<file path="src/rtl/stepper_pkg.sv">
// Shared definitions for the stepper drive: FSM state encoding, direction
// constants and the full-step coil phase table.
package stepper_pkg;

    typedef enum logic [1:0] {
        sIDLE  = 2'b00,
        sACCEL = 2'b01,
        sRUN   = 2'b10,
        sDECEL = 2'b11
    } state_e;

    localparam logic FW = 1'b1;
    localparam logic BW = 1'b0;

    // Coil pattern {B_n, A_n, B, A} for phase index 0..3.
    function automatic logic [3:0] phase_lut(input logic [1:0] idx);
        logic [3:0] pat;
        unique case (idx)
            2'd0:    pat = 4'b0011;
            2'd1:    pat = 4'b0110;
            2'd2:    pat = 4'b1100;
            default: pat = 4'b1001;
        endcase
        return pat;
    endfunction

endpackage

</file>
<file path="src/rtl/stepper_drive_if.sv">
// Command/status bundle between the direction/enable controller (master)
// and the stepper drive (slave).
//   dir   : requested direction, FW=1 / BW=0
//   en    : motion request, level-sensitive
//   step  : one-cycle pulse per step taken
//   phase : coil drive {B_n, A_n, B, A}
//   pos   : signed position count
//   busy  : drive not idle
interface stepper_drive_if #(
    parameter int unsigned POS_W = 16
);
    logic             dir;
    logic             en;
    logic             step;
    logic [3:0]       phase;
    logic [POS_W-1:0] pos;
    logic             busy;

    modport master (output dir, en, input step, phase, pos, busy);
    modport slave  (input dir, en, output step, phase, pos, busy);
endinterface

</file>
<file path="src/rtl/stepper_phase_seq.sv">
// Phase index and position tracking. Each taken step advances the phase
// index (mod 4) and the position counter (mod 2^POS_W) in the latched
// direction.
//   clk_i, rst_ni : clock, async active-low reset
//   step_take_i   : a step is taken on this edge
//   dir_l_i       : latched direction for the current move
//   phase_o       : unmasked coil pattern for the current index
//   pos_o         : position count
module stepper_phase_seq
    import stepper_pkg::*;
#(
    parameter int unsigned POS_W = 16
) (
    input  logic             clk_i,
    input  logic             rst_ni,
    input  logic             step_take_i,
    input  logic             dir_l_i,
    output logic [3:0]       phase_o,
    output logic [POS_W-1:0] pos_o
);

    logic [1:0]       idx_q, idx_d;
    logic [POS_W-1:0] pos_q, pos_d;

    always_comb begin
        idx_d = idx_q;
        pos_d = pos_q;
        if (step_take_i) begin
            if (dir_l_i == FW) begin
                idx_d = idx_q + 2'd1;
                pos_d = pos_q + POS_W'(1);
            end else begin
                idx_d = idx_q - 2'd1;
                pos_d = pos_q - POS_W'(1);
            end
        end
    end

    always_ff @(posedge clk_i or negedge rst_ni) begin
        if (!rst_ni) begin
            idx_q <= 2'd0;
            pos_q <= '0;
        end else begin
            idx_q <= idx_d;
            pos_q <= pos_d;
        end
    end

    assign phase_o = phase_lut(idx_q);
    assign pos_o   = pos_q;

endmodule

</file>
<file path="src/rtl/stepper_drive.sv">
// Full-step stepper driver with a linear period ramp. Accelerates from
// DIV_MAX to DIV_MIN on start, decelerates back to DIV_MAX on stop and
// always comes to rest before taking a new direction.
//   CLK  : system clock
//   RSTn : async active-low reset
//   bus  : slave side of stepper_drive_if (dir/en in; step/phase/pos/busy out)
module stepper_drive
    import stepper_pkg::*;
#(
    parameter int unsigned DIV_W     = 16,
    parameter int unsigned DIV_MAX   = 8,
    parameter int unsigned DIV_MIN   = 4,
    parameter int unsigned RAMP_STEP = 2,
    parameter int unsigned POS_W     = 16,
    parameter bit          HOLD      = 1'b1
) (
    input  logic            CLK,
    input  logic            RSTn,
    stepper_drive_if.slave  bus
);

    localparam logic [DIV_W:0]   MaxW  = (DIV_W+1)'(DIV_MAX);
    localparam logic [DIV_W:0]   MinW  = (DIV_W+1)'(DIV_MIN);
    localparam logic [DIV_W:0]   RampW = (DIV_W+1)'(RAMP_STEP);
    localparam logic [DIV_W-1:0] PerMax = DIV_W'(DIV_MAX);

    state_e           state_q, state_d;
    logic [DIV_W-1:0] period_q, period_d;
    logic [DIV_W-1:0] timer_q, timer_d;
    logic             dir_l_q, dir_l_d;
    logic             step_q;
    logic             busy_q;
    logic             step_take;
    logic [DIV_W-1:0] period_new;
    logic [DIV_W:0]   per_ext, acc_ext, dec_ext;
    logic             hold_req;
    logic [3:0]       seq_phase;
    logic [POS_W-1:0] seq_pos;

    // Saturating ramp arithmetic, one bit wider than the period so the
    // intermediate sum/difference cannot wrap.
    always_comb begin
        per_ext = {1'b0, period_q};
        acc_ext = (per_ext < MinW + RampW) ? MinW : per_ext - RampW;
        dec_ext = (per_ext + RampW > MaxW) ? MaxW : per_ext + RampW;
    end

    // Keep moving in the latched direction.
    assign hold_req = bus.en && (bus.dir == dir_l_q);

    always_comb begin
        state_d    = state_q;
        period_d   = period_q;
        timer_d    = timer_q;
        dir_l_d    = dir_l_q;
        step_take  = 1'b0;
        period_new = period_q;

        if (state_q == sIDLE) begin
            if (bus.en) begin
                dir_l_d  = bus.dir;
                period_d = PerMax;
                timer_d  = PerMax - DIV_W'(1);
                state_d  = sACCEL;
            end
        end else begin
            step_take = (timer_q == '0);

            // Period rule of the current state applies even if the state
            // changes on this same edge.
            unique case (state_q)
                sACCEL:  period_new = acc_ext[DIV_W-1:0];
                sDECEL:  period_new = dec_ext[DIV_W-1:0];
                default: period_new = period_q;
            endcase

            if (step_take) begin
                period_d = period_new;
                timer_d  = period_new - DIV_W'(1);
                if (state_q == sACCEL && period_new == MinW[DIV_W-1:0]) begin
                    state_d = sRUN;
                end
                if (state_q == sDECEL && period_new == PerMax) begin
                    state_d = sIDLE;
                end
            end else begin
                timer_d = timer_q - DIV_W'(1);
            end

            // A stop/resume request overrides the ramp-end transition.
            if (state_q != sDECEL && !hold_req) begin
                state_d = sDECEL;
            end else if (state_q == sDECEL && hold_req) begin
                state_d = sACCEL;
            end
        end
    end

    always_ff @(posedge CLK or negedge RSTn) begin
        if (!RSTn) begin
            state_q  <= sIDLE;
            period_q <= PerMax;
            timer_q  <= '0;
            dir_l_q  <= FW;
            step_q   <= 1'b0;
            busy_q   <= 1'b0;
        end else begin
            state_q  <= state_d;
            period_q <= period_d;
            timer_q  <= timer_d;
            dir_l_q  <= dir_l_d;
            step_q   <= step_take;
            busy_q   <= (state_d != sIDLE);
        end
    end

    stepper_phase_seq #(
        .POS_W (POS_W)
    ) u_phase_seq (
        .clk_i       (CLK),
        .rst_ni      (RSTn),
        .step_take_i (step_take),
        .dir_l_i     (dir_l_q),
        .phase_o     (seq_phase),
        .pos_o       (seq_pos)
    );

    assign bus.step  = step_q;
    assign bus.busy  = busy_q;
    assign bus.pos   = seq_pos;
    assign bus.phase = (HOLD || state_q != sIDLE) ? seq_phase : 4'b0000;

endmodule
</file>
<file path="src/flat_wrapper.sv">
// flat-port wrapper written by rule: the top's interface ports become plain ports
module stepper_drive_flat import stepper_pkg::*;
#(
    parameter int unsigned DIV_W     = 16,
    parameter int unsigned DIV_MAX   = 8,
    parameter int unsigned DIV_MIN   = 4,
    parameter int unsigned RAMP_STEP = 2,
    parameter int unsigned POS_W     = 16,
    parameter bit          HOLD      = 1'b1
)
  (CLK, RSTn, bus_dir, bus_en, bus_step, bus_phase, bus_pos, bus_busy);
  stepper_drive_if #(.POS_W(POS_W)) bus_i ();
  input  logic CLK;
  input  logic RSTn;
  input wire logic [$bits(bus_i.dir)-1:0] bus_dir;
  input wire logic [$bits(bus_i.en)-1:0] bus_en;
  output wire logic [$bits(bus_i.step)-1:0] bus_step;
  output wire logic [$bits(bus_i.phase)-1:0] bus_phase;
  output wire logic [$bits(bus_i.pos)-1:0] bus_pos;
  output wire logic [$bits(bus_i.busy)-1:0] bus_busy;
  assign bus_i.dir = bus_dir;
  assign bus_i.en = bus_en;
  assign bus_step = bus_i.step;
  assign bus_phase = bus_i.phase;
  assign bus_pos = bus_i.pos;
  assign bus_busy = bus_i.busy;
  stepper_drive #(.DIV_W(DIV_W), .DIV_MAX(DIV_MAX), .DIV_MIN(DIV_MIN), .RAMP_STEP(RAMP_STEP), .POS_W(POS_W), .HOLD(HOLD)) u_core (.CLK(CLK), .RSTn(RSTn), .bus(bus_i));
endmodule
</file>
<file path="config.mk">
export PLATFORM = sky130hd
export DESIGN_NAME = stepper_drive_flat
export DESIGN_NICKNAME = d
export VERILOG_FILES = /design/src/rtl/stepper_pkg.sv /design/src/rtl/stepper_drive_if.sv /design/src/rtl/stepper_phase_seq.sv /design/src/rtl/stepper_drive.sv /design/src/flat_wrapper.sv
export SDC_FILE = /design/constraint.sdc
export NUM_CORES = 1
export LEC_CHECK = 0
export BUFFER_PORTS_ARGS = -buffer_cell sky130_fd_sc_hd__buf_2
export CORE_ASPECT_RATIO = 1.2
export CORE_UTILIZATION = 45
export CTS_CLUSTER_DIAMETER = 50
export DETAILED_ROUTE_END_ITERATION = 10
export PLACE_DENSITY = 0.74
export REMOVE_ABC_BUFFERS = 1
export SYNTH_ARGS = -nofsm -noshare
export SYNTH_HDL_FRONTEND = slang
export SYNTH_SLANG_ARGS = --single-unit
export TNS_END_PERCENT = 100
</file>
<file path="constraint.sdc">
create_clock -name CLK -period 6.4 [get_ports CLK]
set_input_delay 0.96 -clock CLK [delete_from_list [all_inputs] [get_ports CLK]]
set_output_delay 0.96 -clock CLK [all_outputs]
set_load 0.005 [all_outputs]
</file>
Yosys cells after proc, flatten, opt, wreduce, memory -nomap -nowiden. Index checks and enable logic that the tools add are counted.

Bits of input ports: 4. Flip-flop bits (word level): 55. Logic and storage cells: 61.

Reductions and logical operators: 13. Multiplexer cells: 21. Equal/unequal tests: 9. Magnitude comparators: 2. Add/subtract/negate cells: 8.

Operators by type and width (number): $mux W16 (10); $sub A16 B1 Y16 const B (3); $pmux W16 S2 (1); $add A16 B2 Y17 const B (1); $gt A17 B4 Y1 const B (1); $add A16 B1 Y16 const B (1); $eq A16 B3 Y1 const B (1); $eq A16 B4 Y1 const B (1); $logic_not A16 Y1 (1); $lt A16 B3 Y1 const B (1); $mux W2 (8); $sub A16 B2 Y16 const B (1); $pmux W4 S3 (1); $logic_and A1 B1 Y1 (5); $eq A2 B1 Y1 const B (2); $eq A2 B2 Y1 const B (2); $logic_not A2 Y1 (2); $ne A2 B2 Y1 const B (2); $reduce_and A2 Y1 (2); $reduce_bool A2 Y1 (2); $add A2 B1 Y2 const B (1); $sub A2 B1 Y2 const B (1); $eq A1 B1 Y1 (1); $logic_not A1 Y1 (1); $mux W1 (1).

Logic depth before layout (Yosys ltp).
Word-level depth: 14. Depth in mapped cells: 14. Depth with buffers taken out: 13.

By module. From an unflattened synthesis, not the netlist that was laid out.

Cells, all modules: 576. Area, all modules: 4764.6 um2.

By module, submodules not included: stepper_drive (times used 1, cells an instance 418, sequential area each 928.4 um2, area each 3231.8 um2); stepper_phase_seq (times used 1, cells an instance 158, sequential area each 450.4 um2, area each 1532.7 um2).

Worst setup path after synthesis. No wires, ideal clock.

Kind: register to register. Start point: reg u_core.period_q[1]. End point: reg u_core.timer_q[6]. Path slack: 3.293 ns. Arrival: 2.980 ns. Buffers on the path: 1. Clock period less this slack: 3.107 ns. Required time: 6.274 ns. Stages on the path, launching flop included: 15. Path through: dfrtp_1 ha_1 clkbuf_1 nand2_1 nor4_1 a2111o_1 nor2_1 a31oi_2 nand2_1 a31oi_1 ha_1 o211a_2 nand3_1 o211a_1 a311o_1.

Longest elaborated chain between the ends: 8.

RTL lines: start, declared (RTL line stepper_drive.sv:28) `logic [DIV_W-1:0] period_q, period_d;`; start signal, assigned (RTL line stepper_drive.sv:102) `period_q <= PerMax;`; start signal, assigned (RTL line stepper_drive.sv:109) `period_q <= period_d;`; $add A16 B2 Y17 (RTL line stepper_drive.sv:45) `dec_ext = (per_ext + RampW > MaxW) ? MaxW : per_ext + RampW;`; $gt A17 B4 Y1 (RTL line stepper_drive.sv:45); $mux W16 (RTL line stepper_drive.sv:45); $pmux W16 S2 (*) (RTL line stepper_drive.sv:71) `unique case (state_q)`; $mux W16 (*) (RTL line stepper_drive.sv:59) `if (state_q == sIDLE) begin`; $sub A16 B1 Y16 (*) (RTL line stepper_drive.sv:79) `timer_d = period_new - DIV_W'(1);`; $mux W16 (*) (RTL line stepper_drive.sv:77) `if (step_take) begin`; $mux W16 (*) (RTL line stepper_drive.sv:59); end signal, assigned (RTL line stepper_drive.sv:110) `timer_q <= timer_d;`; end, declared (RTL line stepper_drive.sv:29) `logic [DIV_W-1:0] timer_q, timer_d;`.

Every way passes the cells marked *; elsewhere a longest branch is shown, timed or not. The select of a mux whose other input is x is not followed. A chain may end at the register's enable or synchronous reset.

Final worst setup path. Same ends and word-level chain as after synthesis.

==> reports/results.env <==
RUN_STATUS='finished, final reports clean'
WORST_R2R_ENDPOINT='u_core.timer_q[6]'
MULTIINPUTGATEAREA_MM2=0.00295
WORST-PATH-MAX-FANOUT=13
SKEW_NS=0.0133
INITIAL_ANTENNA_VIOLATION_COUNT=0
NUMBER_OF_ENABLE_TYPE_REGISTER_CELLS_IN_THE_SYNTHESIZED_NETLIST=0
CORE_MM2=0.00971
IR_WORST_VDD_V=0.000204
FINALCRITICALPERIOD_NS=3.76
WORST-R2R-SETUP-SLACK_NS=2.64
POST_CTS.REPAIR.SETUP_BUFFERS=0
ROW_COUNT=39
TIMING.FMAX_MHz=266
DOMINANTREGCELLSYNTH='sky130_fd_sc_hd__dfrtp_1'
PLACER_CONGESTION=0.962
TIMING.CRITICAL_PATH.FROM_TYPE='flop'
TIMING.CRITICAL_PATH.CELLS='ha_1 > nand2_1 > nor4_1 > a2111o_1 > nor2_1 > a31oi_2 > nand2_1 > a31oi_1 > ha_1 > o211a_2 > nand3_1 > o211a_1 > a311o_1'
SYNTHESIS.AREA_PER_INSTANCE_UM2=8.30
CRIT_PATH_TOP_DELAY_CELL='sky130_fd_sc_hd__dfrtp_1'
CP.BUFFERS_INVERTERS=0
CTS_TREE='done'
POWER_LEAKAGE_uW=0.00206
FINAL.SETUP.WORST_SLACK_NS=2.64
FLOORPLAN.INITIALDENSITY_PCT=47.1
WL_UM=12700
POWER_PER_CELL_AREA_mW_PER_MM2=478
CTS_MADE_BUFFERS=5
POST_CTS_RESIZE_COUNT=0
PLACEMENT.IO_BUFFERS=25
FLOORPLAN.DIE.WIDTH_UM=94.0
ASYNC_SET_OR_RESET_REGISTER_RATIO_AFTER_SYNTHESIS_PCT=100
GR-TOTAL-OVERFLOW=0
FINAL-MAX-SLEW-VIOLATION-COUNT=0
DRV_CAP=0
HOLDPATHSTAGES=1
CTSLONGESTPATHBUFFERS=2
TOP_USAGE_LAYER='met2'
PLACED_CELLS=670
TOP_LEVEL_PORTS=26
FIN_WORST_HOLD_SLACK_NS=0.481
DR.FIRST_ITER.DRC_COUNT=376
WORST_SKEW_PAIR.LATE_LATENCY_NS=0.30
DRT_PRE_ANTENNA_ITERS=5
DRT.ANTENNA.VIOLATING_NETS=0
FF_LATCH_COUNT_SYNTH=55
FILLERS=919
POST_SYNTH_INSTANCE_AREA_MM2=0.00457
WORST_PIN_SLEW_NS=0.951
CP.REQUIRED_NS=6.58
GLOBALROUTEMET1UTIL_PCT=30.1
USE_MET2_PCT=41.5
PATH_DEPTH=13
CTS.SINKS=55
SUM_OF_NET_HALF_PERIMETERS_AFTER_DETAILED_PLACEMENT_UM=9030
LAYOUT-DRIVE-GT1-SHARE_PCT=12.8
SYNTH_LARGEST_TYPE_AREA_FRACTION_PCT=29.0
WORSTREG2REGSTART='u_core.period_q[1]'
CTS_HOLD_BUF=0
HOLD_PATH_END='u_core.u_phase_seq.pos_o[15]'
MAXIMUM_NUMBER_OF_PINS_ON_ONE_NET_BEFORE_GLOBAL_ROUTE_REPAIR=56
DETAIL_ROUTED_NET_LENGTH_PER_STANDARD_CELL_UM=18.7
RSZ0062_AT_GRT='no'
SEQCELLAREA_MM2=0.00138
SYNTH.AREA.TOP_CELLS='sky130_fd_sc_hd__dfrtp_1 29%, sky130_fd_sc_hd__ha_1 6.0%, sky130_fd_sc_hd__nand2_1 5.3%, sky130_fd_sc_hd__a21oi_1 3.9%, sky130_fd_sc_hd__o21ai_0 3.9%'
CTS.HTREE.LEVELS=2
WORST_HOLD_PATH_TYPE='flop to flop'
TIMING.FINAL.SETUP_VIOLATIONS=0
CRITICAL-PATH-MAX-STAGE-DELAY_NS=0.59
DESIGN.DIE.AREA_MM2=0.0106
INSERTEDDIODECOUNT=0
YOSYS.CELL_TYPES.COUNT=87
GRT_UTIL_MET3_PCT=3.12
CRIT_FAMILY='compound AO/OA/AOI/OAI gates'
GROUTE.USAGE.OVERALL_PCT=24.6
SYNTHDOMINANTAREACELLTYPE='sky130_fd_sc_hd__dfrtp_1'
FP.DIEH_UM=112
VIA_COUNT=4502
SYNTH_CELLS=551
ROUTE.DETAILED.DRC=0
CLK_PIN_SLEW_WORST_PATHS_NS=0.08
FINAL_MIN_PERIOD_OVER_CLOCK_PERIOD_PCT=58.8
END_KIND='flop'
HOLD_VIOLATIONS=0
CRITICALPATHCATEGORY='flop to flop'
R2R_CELLS=13
SYNTH_TO_FINAL_AREA_CHANGE_PCT=6.92
CRITICAL_PATH_ARRIVAL_NS=3.94
GRT_FIRST_PASS_WIRELENGTH_UM=20800
GRT_PASS1_VIAS=4344
FIN_NETS=581
HOLD_PATH_STARTPOINT='u_core.u_phase_seq.pos_o[15]'
SYNTH_SEQ_AREA_SHARE_PCT=30.1
WORST_SLEW_MARGIN_REL_PCT=36.3
PLACE_WS_NS=2.76
AVGVIACOUNTPERCELL=6.64
YS.WARNINGS.COUNT=0
FINAL_CELLS=678
CTS.ROOT.BUFFER_CELL='sky130_fd_sc_hd__clkbuf_16'
SETUP_TOTAL_NEGATIVE_SLACK_NS=0
==> final cells by class <==
class | count | area share, %
clock buffers | 5 | 2.56
clock inverters | 3 | 0.691
inverters | 24 | 1.84
multi-input cells | 439 | 60.4
flip-flops and latches | 55 | 28.2
well taps | 123 | 3.15
repair buffers | 29 | 3.17
==> synthesized netlist by cell type, drive strengths merged (3+ instances only) <==
library cell and count:
nor4b 3, o22ai 4, nand3b 5, nand4 9, dfrtp 53, a211oi 6
nand2b 3, or4 3, nor4 14, nand4b 4, buf 15, nor2 29
or3 9, o21ai 43, nand2 65, nand3 24, and4 5, a32o 3
a311oi 3, mux2i 3, and3 5, o31ai 6, o211ai 6, xor2 8
inv 22, a21oi 36, a41oi 5, a21o 4, a31oi 15, o311ai 4
xnor2 16, a311o 3, clkbuf 18, or2 7, ha 22, a22o 3
nor3 20
==> through the flow <==
stage	instance area [um^2]	utilization [%]	total power [uW]
after floorplan	4420	-	1640
after global placement	4730	48.7	1970
after detailed placement	4730	48.7	2010
after CTS	4890	50.4	2320
after global routing	4890	50.4	2500
final	4890	50.4	2340
==> power breakdown <==
| group | internal [uW] | switching [uW] |
|---|---|---|
| Combinational | 557 | 822 |
| Sequential | 460 | 210 |
| Clock | 151 | 139 |
| Total | 1170 | 1170 |
==> cell usage in the layout (no fill, tap or decap), types with 4 or more instances in the layout <==
cell type,instances
sky130_fd_sc_hd__or2_2,6
sky130_fd_sc_hd__o22ai_1,4
sky130_fd_sc_hd__o211ai_1,6
sky130_fd_sc_hd__and3_1,5
sky130_fd_sc_hd__and4_1,5
sky130_fd_sc_hd__nand2_1,65
sky130_fd_sc_hd__a21o_1,4
sky130_fd_sc_hd__dfrtp_1,53
sky130_fd_sc_hd__nand4b_1,4
sky130_fd_sc_hd__o21ai_1,7
sky130_fd_sc_hd__nor4_1,11
sky130_fd_sc_hd__ha_1,22
sky130_fd_sc_hd__clkbuf_16,5
sky130_fd_sc_hd__a21oi_1,36
sky130_fd_sc_hd__nand4_1,8
sky130_fd_sc_hd__nand3b_1,5
sky130_fd_sc_hd__a31oi_1,14
sky130_fd_sc_hd__xnor2_1,16
sky130_fd_sc_hd__o31ai_1,6
sky130_fd_sc_hd__inv_1,22
sky130_fd_sc_hd__a41oi_1,5
sky130_fd_sc_hd__nand3_1,24
sky130_fd_sc_hd__nor2_1,29
sky130_fd_sc_hd__or3_1,8
sky130_fd_sc_hd__buf_4,4
sky130_fd_sc_hd__o21ai_0,36
sky130_fd_sc_hd__buf_2,25
sky130_fd_sc_hd__xor2_1,8
sky130_fd_sc_hd__nor3_1,18
==> how the worst max path moves through the flow <==
stage | endpoint | start | slack [ns]
3_3_place_gp | u_core.timer_q[6] | u_core.period_q[1] | 2.84
2_1_floorplan | u_core.period_q[7] | u_core.timer_q[1] | 3.08
6_report | u_core.timer_q[6] | u_core.period_q[1] | 2.64
5_1_grt | u_core.timer_q[6] | u_core.period_q[4] | 2.34
3_5_place_dp | u_core.timer_q[6] | u_core.period_q[1] | 2.76
4_1_cts | u_core.timer_q[6] | u_core.period_q[1] | 2.69
==> sequential cells by signal (all words and copies together), names as in the netlist <==
name and cells:
u_core.u_phase_seq.pos_o 16, u_core.bus.busy 1, u_core.period_q 16, u_core.timer_q 16
u_core.dir_l_q 1, u_core.bus.step 1, u_core.state_q 2, u_core.u_phase_seq.idx_q 2
==> kinds of logic (layout without fill, tap and decap cells) <==
logic type,Yosys count,count (layout),share of synthesized area (%)
xor gates and xnor gates,24,24,4.60
adders and majority gates,23,23,6.46
muxes,5,5,1.15
and+or+nand+nor,216,216,26.3
DFF,55,55,30.1
buffers and inverters,57,61,5.28
AOI/OAI and AO/OA,171,171,26.1
==> metal layers <==
layer | part of all wire [%] | up-vias
met4 | 4.9 | 0
met5 | 0 | -
li1 | - | 2079
met3 | 6.5 | 54
met2 | 48 | 221
met1 | 40 | 2148
(Power assumes the default switching activity.)
